===== src/rtl/adc_bcd_conv_pkg.sv =====
// Shared constants and FSM encoding for the ADC-to-BCD converter and the 7-segment display driver.
package adc_bcd_conv_pkg;

  localparam int BCD_DIGIT_W = 4;
  localparam int DISP_DIGITS = 4;

  typedef enum logic [1:0] {
    ST_IDLE  = 2'd0,
    ST_SHIFT = 2'd1,
    ST_DONE  = 2'd2
  } state_e;

endpackage


===== src/rtl/adc_bcd_conv_add3.sv =====
// One double-dabble correction cell: a BCD digit of 5 or more gets +3 ahead of the shift.
module bcd_add3_digit
  import adc_bcd_conv_pkg::*;
(
  input  logic [BCD_DIGIT_W-1:0] digit_i,
  output logic [BCD_DIGIT_W-1:0] digit_o
);

  // A legal digit is at most 9, so the sum stays within 12 and needs no carry out.
  always_comb begin
    digit_o = (digit_i >= BCD_DIGIT_W'(5)) ? digit_i + BCD_DIGIT_W'(3) : digit_i;
  end

endmodule


===== src/rtl/adc_bcd_conv.sv =====
// Sequential binary-to-BCD converter (shift-add-3, one bit per clock) feeding the display driver.
module adc_bcd_conv
  import adc_bcd_conv_pkg::*;
#(
  parameter int IN_W   = 12,
  parameter int DIGITS = DISP_DIGITS
) (
  input  logic                          clk,
  input  logic                          rst,
  input  logic                          sample_valid,
  input  logic [IN_W-1:0]               sample_data,
  output logic                          sample_ready,
  output logic [BCD_DIGIT_W*DIGITS-1:0] bcd_data,
  output logic                          bcd_valid,
  output logic                          busy,
  output logic                          overflow
);

  localparam int BCD_W = BCD_DIGIT_W * DIGITS;
  localparam int SR_W  = BCD_W + IN_W + 1;
  localparam int CNT_W = $clog2(IN_W + 1);

  state_e              state_q, state_d;
  logic [SR_W-1:0]     sr_q, sr_d;
  logic [CNT_W-1:0]    cnt_q, cnt_d;
  logic [BCD_W-1:0]    bcd_q, bcd_d;
  logic                ovf_q, ovf_d;
  logic                ready_q, ready_d;
  logic                busy_q, busy_d;
  logic                bcd_valid_q, bcd_valid_d;

  logic [BCD_DIGIT_W-1:0] digit_fix [DIGITS];
  logic [SR_W-1:0]        sr_fix;
  logic [SR_W-1:0]        sr_shift;

  for (genvar g = 0; g < DIGITS; g++) begin : g_digit
    bcd_add3_digit u_add3 (
      .digit_i (sr_q[IN_W + BCD_DIGIT_W*g +: BCD_DIGIT_W]),
      .digit_o (digit_fix[g])
    );
  end

  // The top bit is sticky: once a carry leaves the top digit the value is >= 10**DIGITS.
  always_comb begin
    sr_fix = sr_q;
    for (int i = 0; i < DIGITS; i++) begin
      sr_fix[IN_W + BCD_DIGIT_W*i +: BCD_DIGIT_W] = digit_fix[i];
    end
    sr_shift = {sr_fix[SR_W-1] | sr_fix[SR_W-2], sr_fix[SR_W-3:0], 1'b0};
  end

  // NOTE: every _d gets a hold default first so no path through the case can infer a latch.
  always_comb begin
    state_d = state_q;
    sr_d    = sr_q;
    cnt_d   = cnt_q;
    bcd_d   = bcd_q;
    ovf_d   = ovf_q;
    unique case (state_q)
      ST_IDLE: begin
        if (sample_valid && ready_q) begin
          sr_d    = {{(BCD_W + 1){1'b0}}, sample_data};
          cnt_d   = CNT_W'(IN_W - 1);
          state_d = ST_SHIFT;
        end
      end
      ST_SHIFT: begin
        sr_d = sr_shift;
        if (cnt_q == '0) state_d = ST_DONE;
        else             cnt_d   = cnt_q - CNT_W'(1);
      end
      ST_DONE: begin
        ovf_d   = sr_q[SR_W-1];
        bcd_d   = sr_q[SR_W-1] ? {DIGITS{4'h9}} : sr_q[IN_W +: BCD_W];
        state_d = ST_IDLE;
      end
      default: state_d = ST_IDLE;
    endcase
    ready_d     = (state_d == ST_IDLE);
    busy_d      = (state_d != ST_IDLE);
    bcd_valid_d = (state_q == ST_DONE);
  end

  // NOTE: state is updated only with non-blocking assignments so every flop samples pre-edge values.
  always_ff @(posedge clk) begin
    if (rst) begin
      state_q     <= ST_IDLE;
      sr_q        <= '0;
      cnt_q       <= '0;
      bcd_q       <= '0;
      ovf_q       <= 1'b0;
      ready_q     <= 1'b1;
      busy_q      <= 1'b0;
      bcd_valid_q <= 1'b0;
    end else begin
      state_q     <= state_d;
      sr_q        <= sr_d;
      cnt_q       <= cnt_d;
      bcd_q       <= bcd_d;
      ovf_q       <= ovf_d;
      ready_q     <= ready_d;
      busy_q      <= busy_d;
      bcd_valid_q <= bcd_valid_d;
    end
  end

  assign sample_ready = ready_q;
  assign busy         = busy_q;
  assign bcd_valid    = bcd_valid_q;
  assign bcd_data     = bcd_q;
  assign overflow     = ovf_q;

endmodule


===== config.mk =====
export PLATFORM = sky130hd
export DESIGN_NAME = adc_bcd_conv
export DESIGN_NICKNAME = d
export VERILOG_FILES = /design/src/rtl/adc_bcd_conv_pkg.sv /design/src/rtl/adc_bcd_conv_add3.sv /design/src/rtl/adc_bcd_conv.sv
export SDC_FILE = /design/constraint.sdc
export NUM_CORES = 1
export LEC_CHECK = 0
export ABC_AREA = 1
export ABC_CLOCK_PERIOD_IN_PS = 2100
export BUFFER_PORTS_ARGS = -buffer_cell sky130_fd_sc_hd__buf_2
export CAP_MARGIN = 20
export CORE_ASPECT_RATIO = 1.4
export CORE_UTILIZATION = 55
export DETAILED_ROUTE_END_ITERATION = 8
export PLACE_DENSITY = 0.79
export SLEW_MARGIN = 20
export SYNTH_ARGS = -nofsm -noshare
export SYNTH_HDL_FRONTEND = slang
export SYNTH_SLANG_ARGS = --single-unit

===== constraint.sdc =====
create_clock -name clk -period 2.1 [get_ports clk]
set_input_delay 0.21 -clock clk [delete_from_list [all_inputs] [get_ports clk]]
set_output_delay 0.21 -clock clk [all_outputs]
set_load 0.02 [all_outputs]

# Word level (Yosys, flattened, before mapping)
# Cells that the tools add are included.
# totals
register_bits	55
input_bits	15
out_inout_bits	20
# op_classes
n_addsub	5
order_cmp	4
eq_ne	4
muxes	13
bitwise	1
n_reduce_logical	8
# op_table
op	count
$pmux W29 S2	1
$mux W29	1
$mux W4	6
$add A4 B2 Y4 const B	4
$ge A4 B3 Y1 const B	4
$mux W16	1
$pmux W4 S2	1
$logic_not A2 Y1	2
$logic_not A4 Y1	1
$mux W2	2
$ne A2 B2 Y1 const B	2
$pmux W2 S2	1
$reduce_bool A2 Y1	2
$sub A4 B1 Y4 const B	1
$reduce_and A3 Y1	1
$eq A2 B1 Y1 const B	1
$eq A2 B2 Y1 const B	1
$reduce_and A2 Y1	1
$logic_and A1 B1 Y1	1
$or A1 B1 Y1	1

# Longest topological paths before layout
# logic_depth
depth_word	4
mapped_depth	9
ltp_nobuf	9

# Modules after synthesis
# Synthesis repeated with hierarchy kept, for this count alone.
# unflattened
hier_cells	357
area_unflattened_um2	2663.8
# by_module_without_submodules
mod	n_inst	cells_each	area_per_inst_um2
adc_bcd_conv	1	265	2123.3
bcd_add3_digit	4	23	135.1

# Worst setup path before layout
# No wires, ideal clock.
# synth_timing
kind	reg2reg
from	register sr_q[16]
to	register sr_q[20]
t_arrival_ns	1.107
slack_ns	0.928
stages_incl_launch_ff	10
path_buffers	0
period_less_slack_ns	1.172
cell_sequence	dfxtp_1 inv_1 ha_1 inv_1 nand2_1 nand3_1 nand2_1 nor2_1 nor2_1 nor2_1
# synth_between
elab_chain_len	3
# synth_rtl
item	line_no	rtl
start: declaration	adc_bcd_conv.sv:24	logic [SR_W-1:0] sr_q, sr_d;
start signal: assignment	adc_bcd_conv.sv:97	sr_q <= sr_d;
$add A4 B2 Y4 or $ge A4 B3 Y1 (tied branches)	adc_bcd_conv_add3.sv:11	digit_o = (digit_i >= BCD_DIGIT_W'(5)) ? digit_i + BCD_DIGIT_W'(3) : digit_i;
$mux W4 *	adc_bcd_conv_add3.sv:11	
$pmux W29 S2 *	adc_bcd_conv.sv:59	unique case (state_q)
# Every way passes the cells marked *; elsewhere a longest branch is shown, timed or not.
# A chain may end at the register's enable or synchronous reset.

# Worst setup path after layout
# layout_timing
from	register state_q[1]
to	register sr_q[10]
# layout_between
elab_chain_len	3
# layout_rtl
item	line_no	rtl
start: declaration	adc_bcd_conv.sv:23	state_e state_q, state_d;
start signal: assignment	adc_bcd_conv.sv:96	state_q <= state_d;
$eq A2 B1 Y1 or $logic_not A2 Y1 (tied branches)	adc_bcd_conv.sv:59	
$reduce_bool A2 Y1 (no line) or $ne A2 B2 Y1 (tied branches)	n/a	
$reduce_and A2 Y1 (no line)	n/a	
# Several ways; a longest one is shown, not always the timed one.

==> out/results.txt <==
Outcome - completed
Cell count after synthesis - 338
Clk pwr share - 29.9%
P&R area growth vs syn - 12.01%
Switch share - 28.04%
Unrepaired setup endpoints after global routing - no
Vias per std cell - 5.233
Top FF cell, synth - dfxtp_1
Avg Inst Size Synth - 7.459 um2
Setup bufs post-CTS - 0
WP data required - 2.31 ns
Sequential area share after synthesis - 43.67%
Combinational Power Share - 15.8%
Slew @ Worst Pin - 0.5645 ns
Synthesized flop and latch total - 55
H-tree depth - 2
Final Cycle Share - 72.36%
Final max-slew violation count - 0
Top Ports - 35
Remaining DRCs - 0
Peak per-stage delay on the critical path - 0.44 ns
Reg2reg end - sr_q[10]
Syn nets - 363
Post-DRT Antenna Nets - 0
Utilization after layout - 65.53%
PostCTS Resize Cnt - 0
Die height - 82.11 um
Initial Util - 58.51%
CTS tree - built
Startpoint types - register
ANT cells - 0
Post-DP HPWL - 3.631 mm
DRT Wirelength - 5.082 mm
GRT overflow - 0
Pwr dens - 749.2 nW/um2
Worst R2R Path Depth - 5
WHS Path Cells - 3
Maximum fanout along the worst path - 23
First-pass GRT wire length - 8.749 mm
DR iter-0 viols - 93
Hold-fix buffers at CTS - 0
Critical path's slowest cell - dfxtp_1
DR vias - 2250
Setup TNS - 0 ns
Final worst path period need - 1.520 ns
Final setup viols - 0
Final Hold Violating Endpoints - 0
Vias in the first global route - 2064
Clock insertion delay at the later pin of the skew report - 0.31 ns
Worst Min Path Start - sample_data[0]
Count of max-cap constraint violations - 0
Clk buf depth - 2
Max_slew headroom - 62.28%
Proportion of layout cells with a drive suffix above 1 - 14.59%
Ys Warns - 0
Count leader, synth - nand2_1
CORE AREA - 4309 um2
Initial antenna violation count - 0
NumNets Final - 394
Hold Path Class - input pin to register
Number of library cell types mapped by synthesis - 25
Psw - 0.5933 mW
Overall Global Routing Usage - 23.41%
Leak - 1.342 nW
Critical Path End Type - register
Clock transition at path regs - 0.09 ns
Placer Congestion - 0.8198
Cells taking the most area after synthesis - dfxtp_1, nand2_1, nand3_1
Post-synth top area share - 43.67%
FFs w/ async S/R, synth - 0%
Mean routed wirelength per cell - 11.82 um
Synth area leader - dfxtp_1
Seq pwr share - 54.3%
CTS buffer count - 5
Number of flops mapped to enable cells by yosys - 0
CP bufs+invs - 2
Final Instance Count excl. Fillers - 430
Crit Path Category - register to register
Clock sinks - 55
Reg-to-reg slack, setup - 0.58 ns
Commonest cells post-synth - nand2_1, dfxtp_1, nand3_1
CTS root buffer - clkbuf_8
Port bufs - 34
Crit path cell chain - inv_2 -> nand2_2 -> nand2_2 -> buf_4 -> o211a_1
Router iterations before antenna repair - 4
Crit path DAT - 1.73 ns
Largest net degree at the start of global routing - 25
Std-Cell Rows - 28
Power after layout - 2.116 mW
Die ar. - 4863 um2
CP top delay family - flip-flops
F_max - 0.6581 GHz
Clock skew - 0.005747 ns
Most used cell, CP - nand2_2
Internal - 1.522 mW
Hold EP - sr_q[0]
Max IR drop VDD - 0.0004958 V
Die W - 59.22 um
Post-Synthesis Cell Area - 2521 um2
Worst R2R Start - state_q[1]
Placed Cells - 422
-- per-stage QoR --
stage	worst slack, ns	area [um2]	hold WS [ns]
floorplan	0.9279	2521	0.3535
global placement	0.6493	2724	0.4492
detailed placement	0.5851	2724	0.4546
CTS	0.5657	2824	0.1573
global route	0.4516	2824	0.1562
finish	0.5804	2824	0.1635
-- logic make-up after synthesis --
| group | count (synthesis) | share of synthesized area, % |
|---|---|---|
| xor+xnor | 2 | 0.6949 |
| fa+ha+maj | 10 | 4.963 |
| compound gates | 56 | 14.09 |
| buf+inv | 41 | 6.799 |
| flops | 55 | 43.67 |
| simple gates | 174 | 29.78 |
-- worst register-to-register path, cell delays in order (launching register included) --
cell	delay (ns)
dfxtp_1	0.44
inv_2	0.07
nand2_2	0.22
nand2_2	0.21
buf_4	0.26
o211a_1	0.23
-- layout make-up --
type / instances / area [um2]
Fill cell: 414 / 1485
Multi-Input combinational cell: 242 / 1249
Sequential cell: 55 / 1101
Timing Repair Buffer: 37 / 192.7
Inverter: 28 / 106.4
Clock buffer: 8 / 100.1
Tap cell: 60 / 75.07
-- worst max path at each step --
stage | from | end | slack (ns) | cells past startpoint
floorplan | sr_q[16] | sr_q[20] | 0.93 | 9
global placement | state_q[1] | sr_q[2] | 0.65 | 5
detailed placement | state_q[1] | sr_q[10] | 0.59 | 5
CTS | state_q[1] | sr_q[10] | 0.57 | 5
global route | state_q[1] | sr_q[10] | 0.45 | 6
finish | state_q[1] | sr_q[10] | 0.58 | 5
-- cell usage in the layout (no fill, tap or decap) --
cell type	n
xnor2_1	1
clkinv_2	1
buf_4	3
nor3_1	2
inv_2	2
a21o_1	1
buf_2	34
ha_1	10
nor2_4	3
nor2_1	21
clkbuf_1	1
inv_1	25
nand2_1	100
clkbuf_8	7
nand3_1	38
nand4_1	6
o211a_1	11
a21oi_1	22
o31ai_1	1
xor2_1	1
nand2_2	3
dfxtp_1	55
o211ai_1	6
o21ai_1	2
nor2_2	1
o21ai_0	13
-- flip-flops by register name, summed over array words and instances (netlist names) --
| signal | cells |
|---|---|
| bcd_data | 16 |
| cnt_q | 4 |
| overflow | 1 |
| sr_q | 29 |
| state_q | 2 |
| busy | 1 |
| bcd_valid | 1 |
| sample_ready | 1 |
-- power by group through the flow --
| stage | Clock (mW) | Sequential (mW) | Combinational [mW] |
|---|---|---|---|
| floorplan | 0 | 1.17 | 0.262 |
| global placement | 0 | 1.17 | 0.327 |
| detailed placement | 0 | 1.17 | 0.337 |
| CTS | 0.647 | 1.15 | 0.338 |
| global route | 0.684 | 1.15 | 0.383 |
| finish | 0.633 | 1.15 | 0.335 |
-- per-layer routing --
| layer | share of wire (%) | wire length [um] | up-vias | track usage [%] |
|---|---|---|---|---|
| met2 | 50 | 2524 | 39 | 41.91 |
| met5 | 0 | 0 | - | 0 |
| li1 | - | - | 1176 | - |
| met4 | 1.4 | 70 | 0 | 7.619 |
| met3 | 2.8 | 141 | 7 | 4.829 |
| met1 | 46 | 2345 | 1028 | 27.37 |
Power figures use the tool's default switching activity.
